<file path="config.mk">
export PLATFORM = sky130hd
export DESIGN_NAME = uart_ram_tx_reader
export DESIGN_NICKNAME = d
export VERILOG_FILES = /design/src/rtl/uart_pkg.sv /design/src/rtl/uart_tx_serializer.sv /design/src/rtl/uart_ram_tx_reader.sv
export SDC_FILE = /design/constraint.sdc
export NUM_CORES = 1
export LEC_CHECK = 0
export ABC_AREA = 1
export BUFFER_PORTS_ARGS = -buffer_cell sky130_fd_sc_hd__buf_2
export CORE_ASPECT_RATIO = 2
export CORE_UTILIZATION = 57
export CTS_CLUSTER_DIAMETER = 100
export DETAILED_ROUTE_END_ITERATION = 7
export GPL_ROUTABILITY_DRIVEN = 0
export PLACE_DENSITY = 0.8
export SETUP_SLACK_MARGIN = 0.5
export SLEW_MARGIN = 20
export SYNTH_ARGS = -nofsm -noshare
export SYNTH_HDL_FRONTEND = slang
export SYNTH_HIERARCHICAL = 1
export SYNTH_SLANG_ARGS = --single-unit
</file>
<file path="constraint.sdc">
create_clock -name rd_clk -period 2.1 [get_ports rd_clk]
set_clock_uncertainty 0.1 [all_clocks]
set_input_delay 0.42 -clock rd_clk [delete_from_list [all_inputs] [get_ports rd_clk]]
set_output_delay 0.42 -clock rd_clk [all_outputs]
set_load 0.01 [all_outputs]
</file>
<file path="src/rtl/uart_pkg.sv">
// -----------------------------------------------------------------------------
// uart_pkg
// Shared definitions for the buffer-RAM UART transmit reader: the controller
// state enumeration (and its encoding width), frame constants and the
// bit-period helper.
//
// Configuration macro: UART_TX_PARITY_EN -- adds the PARITY state (8E1 frame).
// -----------------------------------------------------------------------------
package uart_pkg;

    localparam int   UART_DATA_BITS = 8;
    localparam logic TX_IDLE        = 1'b1;   // line level between frames
    localparam int   STATE_W        = 3;

    // IDLE/FETCH/LATCH/FIN are driven by the reader; START/DATA/(PARITY)/STOP
    // are the serializer's frame phases.
    typedef enum logic [STATE_W-1:0] {
        ST_IDLE,
        ST_FETCH,
        ST_LATCH,
        ST_START,
        ST_DATA,
`ifdef UART_TX_PARITY_EN
        ST_PARITY,
`endif
        ST_STOP,
        ST_FIN
    } state_e;

    // Clock cycles per UART bit (integer division; caller keeps it >= 2).
    function automatic int clks_per_bit(input int clk_freq, input int baud);
        return clk_freq / baud;
    endfunction

endpackage

</file>
<file path="src/rtl/uart_tx_serializer.sv">
// -----------------------------------------------------------------------------
// uart_tx_serializer
// Sends one byte as a UART frame, LSB first: start bit, 8 data bits,
// optional even-parity bit (UART_TX_PARITY_EN), stop bit. Each bit lasts
// CLKS_PER_BIT cycles.
//
// Ports:
//   clk_i        clock
//   rst_i        asynchronous active-high reset (tx returns high at once)
//   byte_i       byte to send, captured when load_i is high in idle
//   load_i       start a frame (ignored while a frame is in progress)
//   tx_o         registered serial output, idle high
//   frame_done_o high during the last cycle of the stop bit
// -----------------------------------------------------------------------------
module uart_tx_serializer
    import uart_pkg::*;
#(
    parameter int CLKS_PER_BIT = 434
) (
    input  logic                      clk_i,
    input  logic                      rst_i,
    input  logic [UART_DATA_BITS-1:0] byte_i,
    input  logic                      load_i,
    output logic                      tx_o,
    output logic                      frame_done_o
);

    localparam int TIMER_W = (CLKS_PER_BIT > 1) ? $clog2(CLKS_PER_BIT) : 1;
    localparam logic [TIMER_W-1:0] TIMER_LAST = TIMER_W'(CLKS_PER_BIT - 1);
    localparam logic [2:0]         BIT_LAST   = 3'(UART_DATA_BITS - 1);

    state_e                    state_q, state_d;
    logic [TIMER_W-1:0]        timer_q, timer_d;
    logic [2:0]                bit_idx_q, bit_idx_d;
    logic [UART_DATA_BITS-1:0] shift_q, shift_d;
    logic                      parity_q, parity_d;
    logic                      tx_q, tx_d;
    logic                      timer_last;

    assign timer_last = (timer_q == TIMER_LAST);

    always_comb begin
        // NOTE: every signal gets a default before the case so no path leaves it unassigned, which would infer a latch.
        state_d      = state_q;
        bit_idx_d    = bit_idx_q;
        shift_d      = shift_q;
        parity_d     = parity_q;
        frame_done_o = 1'b0;
        // Every phase change happens on timer_last (or from idle, where the
        // timer is already zero), so this also clears the timer on each entry.
        timer_d      = (state_q == ST_IDLE || timer_last) ? '0 : timer_q + 1'b1;

        case (state_q)
            ST_IDLE: begin
                if (load_i) begin
                    state_d   = ST_START;
                    shift_d   = byte_i;
                    parity_d  = ^byte_i;
                    bit_idx_d = '0;
                end
            end
            ST_START: begin
                if (timer_last) state_d = ST_DATA;
            end
            ST_DATA: begin
                if (timer_last) begin
                    shift_d = shift_q >> 1;
                    if (bit_idx_q == BIT_LAST) begin
`ifdef UART_TX_PARITY_EN
                        state_d = ST_PARITY;
`else
                        state_d = ST_STOP;
`endif
                    end else begin
                        bit_idx_d = bit_idx_q + 1'b1;
                    end
                end
            end
`ifdef UART_TX_PARITY_EN
            ST_PARITY: begin
                if (timer_last) state_d = ST_STOP;
            end
`endif
            ST_STOP: begin
                if (timer_last) begin
                    state_d      = ST_IDLE;
                    frame_done_o = 1'b1;
                end
            end
            default: state_d = ST_IDLE;
        endcase

        // tx is registered from the next state so it lines up with state_q.
        case (state_d)
            ST_START:  tx_d = 1'b0;
            ST_DATA:   tx_d = shift_d[0];
`ifdef UART_TX_PARITY_EN
            ST_PARITY: tx_d = parity_d;
`endif
            default:   tx_d = TX_IDLE;
        endcase
    end

    always_ff @(posedge clk_i or posedge rst_i) begin
        if (rst_i) begin
            state_q   <= ST_IDLE;
            timer_q   <= '0;
            bit_idx_q <= '0;
            shift_q   <= '0;
            parity_q  <= 1'b0;
            tx_q      <= TX_IDLE;
        end else begin
            // NOTE: non-blocking assignments so every register samples the pre-edge values of the others.
            state_q   <= state_d;
            timer_q   <= timer_d;
            bit_idx_q <= bit_idx_d;
            shift_q   <= shift_d;
            parity_q  <= parity_d;
            tx_q      <= tx_d;
        end
    end

    assign tx_o = tx_q;

endmodule

</file>
<file path="src/rtl/uart_ram_tx_reader.sv">
// -----------------------------------------------------------------------------
// uart_ram_tx_reader
// Reads len bytes from the UART buffer RAM starting at base_addr (1-cycle read
// latency) and transmits each one on tx. busy covers the whole transfer and
// done pulses for one cycle at the end.
//
// Configuration macro: UART_TX_PARITY_EN -- 8E1 frames instead of 8N1.
//
// Ports:
//   rd_clk     clock for the block and the RAM read port
//   rd_rst     asynchronous active-high reset
//   start      one-cycle request, only honoured when idle
//   base_addr  first RAM address (latched on accepted start)
//   len        byte count, 0 allowed (latched on accepted start)
//   rd_addr    registered RAM read address
//   rd_data    RAM read data, valid the cycle after rd_addr
//   tx         UART serial output, idle high
//   busy       transfer in progress
//   done       one-cycle end-of-transfer pulse
// -----------------------------------------------------------------------------
module uart_ram_tx_reader
    import uart_pkg::*;
#(
    parameter int ADDR_WIDTH = 15,
    parameter int DATA_WIDTH = 8,
    parameter int CLK_FREQ   = 50_000_000,
    parameter int BAUD       = 115200
) (
    input  logic                  rd_clk,
    input  logic                  rd_rst,
    input  logic                  start,
    input  logic [ADDR_WIDTH-1:0] base_addr,
    input  logic [ADDR_WIDTH:0]   len,
    output logic [ADDR_WIDTH-1:0] rd_addr,
    input  logic [DATA_WIDTH-1:0] rd_data,
    output logic                  tx,
    output logic                  busy,
    output logic                  done
);

    localparam int CLKS_PER_BIT = clks_per_bit(CLK_FREQ, BAUD);

    state_e                state_q, state_d;
    logic [ADDR_WIDTH-1:0] rd_addr_q, rd_addr_d;
    logic [ADDR_WIDTH:0]   remaining_q, remaining_d;
    logic                  busy_q, busy_d;
    logic                  done_q, done_d;
    logic                  load;
    logic                  frame_done;

    uart_tx_serializer #(
        .CLKS_PER_BIT (CLKS_PER_BIT)
    ) u_serializer (
        .clk_i        (rd_clk),
        .rst_i        (rd_rst),
        .byte_i       (rd_data[UART_DATA_BITS-1:0]),
        .load_i       (load),
        .tx_o         (tx),
        .frame_done_o (frame_done)
    );

    always_comb begin
        state_d     = state_q;
        rd_addr_d   = rd_addr_q;
        remaining_d = remaining_q;
        busy_d      = busy_q;
        done_d      = 1'b0;
        load        = 1'b0;

        case (state_q)
            ST_IDLE: begin
                if (start) begin
                    busy_d = 1'b1;
                    if (len != '0) begin
                        rd_addr_d   = base_addr;
                        remaining_d = len;
                        state_d     = ST_FETCH;
                    end else begin
                        state_d = ST_FIN;
                    end
                end
            end
            // rd_addr is stable; the RAM registers its output this cycle.
            ST_FETCH: state_d = ST_LATCH;
            ST_LATCH: begin
                load        = 1'b1;
                rd_addr_d   = rd_addr_q + 1'b1;   // wraps at 2^ADDR_WIDTH
                remaining_d = remaining_q - 1'b1;
                state_d     = ST_START;
            end
            // The reader parks in START while the serializer runs the frame.
            ST_START: begin
                if (frame_done) state_d = (remaining_q != '0) ? ST_FETCH : ST_FIN;
            end
            // done and busy are registered, so both change in the next cycle.
            ST_FIN: begin
                done_d  = 1'b1;
                busy_d  = 1'b0;
                state_d = ST_IDLE;
            end
            default: state_d = ST_IDLE;
        endcase
    end

    always_ff @(posedge rd_clk or posedge rd_rst) begin
        if (rd_rst) begin
            state_q     <= ST_IDLE;
            rd_addr_q   <= '0;
            remaining_q <= '0;
            busy_q      <= 1'b0;
            done_q      <= 1'b0;
        end else begin
            state_q     <= state_d;
            rd_addr_q   <= rd_addr_d;
            remaining_q <= remaining_d;
            busy_q      <= busy_d;
            done_q      <= done_d;
        end
    end

    assign rd_addr = rd_addr_q;
    assign busy    = busy_q;
    assign done    = done_q;

endmodule

</file>
==> results by group, run 1 <==
Global route
  • Maximum number of pins on one net before global-route repair: 37
  • Vias in the first global route: 3,809
  • First-pass GRT wire length: 16,300 um
  • GRT overflow: 0
  • Antenna violations before repair: 0
  • GRT Total Usage: 32.1%

Floorplan
  • Die Width: 59.6 um
  • Die height: around 120 um
  • Initial Util: 59.4%
  • Core area: 6360 sq um
  • I/O Pins: 60
  • Cell row count: just over 40
  • Die footprint: 6980 sq um

Critical path
  • Crit. End Element: flop
  • Worst Path Arrival: 1930 ps
  • Reg2reg setup slack: 340 ps
  • Crit Path Class: reg2reg
  • Worst EP required: 2270 ps
  • CP Launch Type: flop
  • CP max FO: 7

Final layout
  • Final instance area: just over 5000 sq um
  • Non-Filler Instances: 716
  • Register Area: approximately 1500 sq um
  • Synth-to-Final Area Change: 36.7%
  • Layout cells sized above 1: 32.5%
  • Ant diodes: 0
  • Final nets: 674
  • Area of the multi-input gates: 2250 sq um
  • Fillers: 423

Placed design
  • DP HPWL: 6870 um
  • Area of placed instances: about 4200 sq um
  • Count of buffers from port buffering: ~60
  • Dpl cells: 668

Timing
  • Unrepaired setup endpoints after global routing: yes
  • Final Max Slew Viols: 0
  • Relative slew slack: 66.4%
  • Post-route setup TNS: 0 ps
  • Worst-Margin Slew: 504 ps
  • Min cycle time layout: 1760 ps
  • F_max: 0.568 GHz
  • Fin. Hold Viols: 0
  • Period utilization: a little over four fifths
  • Setup violations, final: 0

Synthesis
  • Yosys top cell area share: 39.1%
  • Post-synth top area cell: dfrtp_1
  • Sequential share of the synthesized area: 39.8%
  • Syn nets: 575
  • #FFs+latches synth: 60
  • Synthesized area: between 3000 and 4000 sq um
  • Syn Area/Cell: 7.18 sq um
  • Warnings, synthesis: 6
  • Synth cell types: 41
  • Post-synthesis cell count: 526
  • Synth area leaders: dfrtp_1, nand2_1, nand3_1, nor2_1, inv_1

Clocking
  • CTS root buffer: clkbuf_16
  • CTS clk-pin slew, worst paths: 50 ps
  • CTS sink count: 60
  • CTS Buffer Depth: 2
  • H-tree Lvls: 3
  • Clock Latency Late Sink: 340 ps
  • CTS Buf Count: 9
  • CTS tree: built

Worst hold path
  • Hold Path Class: in2reg

Drt
  • Via count: between 4,000 and 5,000
  • Final WL: about 12,000 um
  • Drt pass-1 iters: 7
  • 1st-iter DRT viols: 394
  • Antenna Nets Post-Route: 0
  • DRC: 0
  • WL/cell: around 17 um
  • Drt via density: 5.86

Pwr
  • PwrDens: 550 nW/um^2
  • Max IR drop VDD: 0.550 mV
  • Leak: 0.00252 uW

Status
  • Outcome: finished, final reports clean

Job
  • Max_cap viols: 0
-- placed cells by master (no fill, tap or decap), drive strengths merged --
| master | instances |
|---|---|
| o21ai | 22 |
| xnor2 | 1 |
| buf | 97 |
| dfrtp | 59 |
| a21oi | 10 |
| dlygate4sd3 | 1 |
| nand2 | 148 |
| clkbuf | 13 |
| or2 | 11 |
| o211ai | 2 |
| a22oi | 5 |
| nor3 | 10 |
| o22ai | 2 |
| nor3b | 3 |
| a21o | 1 |
| xor2 | 3 |
| nand3b | 1 |
| bufinv | 2 |
| inv | 58 |
| o21bai | 2 |
| a21boi | 1 |
| clkinvlp | 2 |
| a31o | 1 |
| clkinv | 3 |
| nand4 | 5 |
| dfstp | 1 |
| nor2 | 71 |
| nand3 | 88 |
| ha | 7 |
-- logic make-up (layout without fill, tap and decap cells) --
logic type / Yosys count / in the layout / share of synthesized area [%]
compound gates: 46 / 46 / 7.32
xor+xnor: 4 / 4 / 0.928
fa+ha+maj: 7 / 7 / 2.32
buf+inv: 72 / 176 / 8.25
flops: 60 / 60 / 39.8
simple gates: 337 / 337 / 41.4
-- through the flow --
step | hold WS, ps | power (uW) | setup slack (ps) | utilization, %
6_report | 188 | 2840 | 340 | 81.2
5_1_grt | 200 | 2910 | 281 | 81.2
4_1_cts | 180 | 2850 | 434 | 76.0
3_5_place_dp | 326 | 1270 | 308 | 66.0
3_3_place_gp | 325 | 1270 | 318 | 66.0
2_1_floorplan | 334 | 1210 | 462 | -
-- layer usage --
| metal | up-vias | track usage, % | wire, um |
|---|---|---|---|
| li1 | 1902 | - | - |
| met1 | 1958 | 27.2 | 3810 |
| met2 | 246 | 62.2 | 6600 |
| met3 | 93 | 6.59 | 910 |
| met4 | 0 | 22.8 | 1030 |
| met5 | - | 0 | 0 |
-- flip-flops by register name, summed over array words and instances, names as in the netlist --
signal / cells
state_q: 3
u_serializer/state_q: 3
busy: 1
u_serializer/tx_o: 1
u_serializer/timer_q: 9
done: 1
u_serializer/bit_idx_q: 3
u_serializer/shift_q: 8
rd_addr: 15
remaining_q: 16
-- area by class of cell --
type	count	share of cell area (%)
clock buffers	11	4.70
clock inverters	5	1.45
inverters	59	4.36
multi-input cells	394	43.6
flip-flops and latches	60	29.2
well taps	86	2.08
repair buffers	100	14.5
repair inverters	1	0.145
-- cell usage after synthesis, drive strengths merged --
master,n
ha,7
xnor2,1
nand3,88
nand4,5
or2,11
o21bai,2
a31o,1
nor3,10
a22oi,5
o211ai,2
buf,12
nand3b,1
o22ai,2
a21oi,10
nand2,148
a21boi,1
nor3b,3
a21o,1
inv,59
xor2,3
dfstp,1
dfrtp,59
o21ai,22
clkbuf,1
nor2,71
-- path summary, 6_finish.rpt --
check                                     startpoint                        end  cells past startpoint
setup / recovery                          state_q[1]             remaining_q[7]                      8
hold / removal                            rd_data[7]    u_serializer/shift_q[7]                      3
setup reg to reg                          state_q[1]             remaining_q[7]                      8
hold reg to reg            u_serializer/bit_idx_q[2]  u_serializer/bit_idx_q[2]                      2
max in group asynchronous                     rd_rst          u_serializer/tx_o                      4
min in group asynchronous                     rd_rst    u_serializer/timer_q[8]                      3
-- where the power goes --
group	switching, uW	internal (uW)	total (uW)
Combinational	55.9	42.9	98.9
Sequential	0	1160	1160
Clock	523	1060	1590
Total	578	2260	2840
-- worst max-delay path: stages (launching register included) --
cell and delay, ps:
dfrtp_1 400, or2_4 280, nor3_4 250, nand2_8 140
buf_6 150, buf_16 140, nand2_1 90, nand2_1 70
inv_1 70
-- repair_timing --
item / in CTS / in global routing
pin swaps: 7 / 20
resized for setup: 41 / 57
hold endpoints to repair: 9 / 0
hold buffers: 1 / 0
setup endpoints to repair: 38 / 46
setup buffers: 17 / 8
gates cloned: 2 / 4
No activity file was read; power rests on OpenSTA's default activity.
==> inputs of run 2 (changes only) <==
CORE_UTILIZATION = 52   (was 57)
PLACE_DENSITY = 0.77   (was 0.8)
clock period = 1.55 ns   (was 2.1 ns; I/O delays follow)
==> run 2 against run 1 <==
  * Critical endpoint is now rd_addr[12]
  * Hold slack lost 290 ps
  * The run now ends with negative hold slack, negative setup slack left
  * Sequential power grew 35%
  * Non-clock buffer count grew 88
  * Setup slack lost 610 ps
  * Highest routed layer unchanged
  * Largest power group unchanged
==> results by group, run 2 (synthesized netlist as in run 1, its figures left out) <==
Status
  • Outcome: complete, but fails checks
  • Failing checks: negative hold slack, negative setup slack

Final layout
  • Number of flip-flops in the largest register: 16 (unchanged)
  • Commonest non-fill, non-tap cell in the layout: nand2_1
  • Ant diodes: 0 (unchanged)
  • Most frequent cells in the layout: nand2_1, buf_4, dfrtp_1, buf_2
  • Reg with most FFs: remaining_q
  • Synth-to-Final Area Change: 67.8%
  • Final nets: 763 (+13%)
  • Fillers: 280 (-34%)
  • Layout cells sized above 1: 49.4% (+17 points)

Floorplan
  • Die height: 123 um (+4.6%)
  • Initial Util: 54.0% (-5.4 points)
  • Core area: 6990 sq um (+10%)
  • Die footprint: 7630 sq um (+9.4%)
  • Cell row count: 43 (+4.9%)
  • Die Width: 62.3 um (+4.5%)
  • I/O Pins: 60 (unchanged)

Timing
  • Worst Hold Margin: -104 ps (-292 ps)
  • Unrepaired setup endpoints after global routing: yes
  • Relative slew slack: 60.1% (-6.3 points)
  • Min cycle time layout: 1820 ps
  • Worst-Margin Slew: 593 ps (+89.4 ps)
  • Period utilization: 118%
  • Final setup margin: -273 ps (-613 ps)
  • Setup violations, final: 54 (+54)
  • Final Max Slew Viols: 0 (unchanged)
  • Fin. Hold Viols: 16 (+16)
  • F_max: ~0.55 GHz

Critical path
  • Reg2reg setup slack: -220 ps (-560 ps)
  • R2R cell count: 6 (-2)
  • CP Launch Type: input port
  • Crit Path Class: in2reg
  • Worst path slowest cell: nor2_1
  • Crit. End Element: flop
  • Worst Path Arrival: 1930 ps (about the same)
  • Capturing point of the worst reg2reg path: remaining_q[3]
  • Worst EP required: 1660 ps (-610 ps)
  • CP cell instances: buf_2, nor2_1, nand2_1, nor2_1, nand2_1, nand2_4, nand2_4, buf_12, nand3_1, nand2_1
  • FF-to-FF Start: state_q[1]
  • Worst path max stage delay: 310 ps (-90 ps)
  • CP max FO: 17 (+10)
  • Most used cell, CP: nand2_1

Drt
  • Drt via density: 6.19 (+5.6%)
  • Met3 wire len: 1370 um (+50%)
  • WL met2: 8640 um (+31%)
  • Metal-1 WL: 5120 um (+35%)
  • WL/cell: 21.2 um (+23%)
  • DRC: 0 (unchanged)
  • Drt pass-1 iters: 8 (+1)
  • Via count: 5,002 (+19%)
  • Antenna Nets Post-Route: 0 (unchanged)
  • 1st-iter DRT viols: 507 (+29%)
  • Final WL: 17,200 um (+39%)
  • Max layer used: met4

Global route
  • Maximum number of pins on one net before global-route repair: 25 (-32%)
  • Antenna violations before repair: 0 (unchanged)
  • GRT overflow: 0 (unchanged)
  • GRT Total Usage: 37.3% (+5.2 points)
  • Vias in the first global route: 4,610 (+21%)
  • First-pass GRT wire length: 21,300 um (+31%)

Placed design
  • Place WS: -217 ps (-524 ps)
  • Count of buffers from port buffering: 59 (unchanged)
  • DP HPWL: 7960 um (+16%)

Clocking
  • H-tree Lvls: 3 (unchanged)
  • CTS Hold Buffers Added: 1 (unchanged)
  • CTS tree: built
  • CTS clk-pin slew, worst paths: 60 ps (about the same)
  • CTS sink count: 60 (unchanged)
  • CTS root buffer: clkbuf_16
  • CTS Buf Count: 9 (unchanged)
  • Clock Latency Late Sink: 340 ps (about the same)
  • CTS Buffer Depth: 2 (unchanged)

Pwr
  • Leak: 0.00312 uW (+24%)
  • PwrDens: 571 nW/um^2 (+3.8%)
  • Max IR drop VDD: 0.874 mV (+59%)

Worst hold path
  • Hold Path Class: in2async

Job
  • Max_cap viols: 0 (unchanged)
run 2: worst max path at each step:
stage / startpoint / end / slack (ps) / cells past startpoint
final: len[4] / rd_addr[12] / -270 / 10
after global routing: len[4] / rd_addr[12] / -330 / 10
after CTS: u_serializer/timer_q[1] / u_serializer/bit_idx_q[0] / -70 / 10
after detailed placement: len[4] / remaining_q[3] / -220 / 10
after global placement: len[4] / remaining_q[3] / -160 / 10
after floorplan: u_serializer/timer_q[1] / state_q[1] / -20 / 11
run 2: worst max-delay path, delay by kind of cell:
family                 cells  cell delay (ps)
buffers and inverters      2              280
AND/OR/NAND/NOR            8             1330
run 2: cell type report:
class	count	area, sq um	share of cell area, %
clock inverter	2	10.0	0.158
sequential	60	1510	23.8
inverter	59	245	3.87
clock buffer	13	260	4.10
tap	90	113	1.78
multi-input combinational	395	2600	41.0
timing repair buffer	188	1600	25.2
timing repair inverter	1	8.76	0.138
run 2: power breakdown:
part | leakage (uW) | switching, uW | internal [uW] | total [uW]
sequential | 0.000685 | 0 | 1570 | 1570
combinational | 0.00230 | 95.0 | 84.1 | 179
clock | 0.000135 | 720 | 1150 | 1870
total | 0.00312 | 815 | 2810 | 3620
run 2: stage by stage:
stage	setup TNS, ps	power [uW]	utilization [%]	instances	instance area, sq um
CTS	-999	3580	83.8	789	5860
global route	-10850	3700	90.6	808	6340
detailed placement	-5850	1750	69.7	736	4870
floorplan	-48.7	1640	-	526	3980
finish	-7690	3620	90.6	808	6340
global placement	-4440	1750	69.7	736	4870
run 2: layer usage:
| metal | track usage [%] | vias to the layer above |
|---|---|---|
| met5 | 0 | - |
| met4 | 27.0 | 0 |
| met3 | 8.92 | 190 |
| met2 | 72.0 | 400 |
| met1 | 32.7 | 2326 |
| li1 | - | 2086 |
run 2: what timing repair did:
item	CTS	global route
hold endpoints to repair	39	16
gates cloned	3	1
pin swaps	29	33
setup buffers	34	18
setup endpoints to repair	78	79
gates resized for setup	81	84
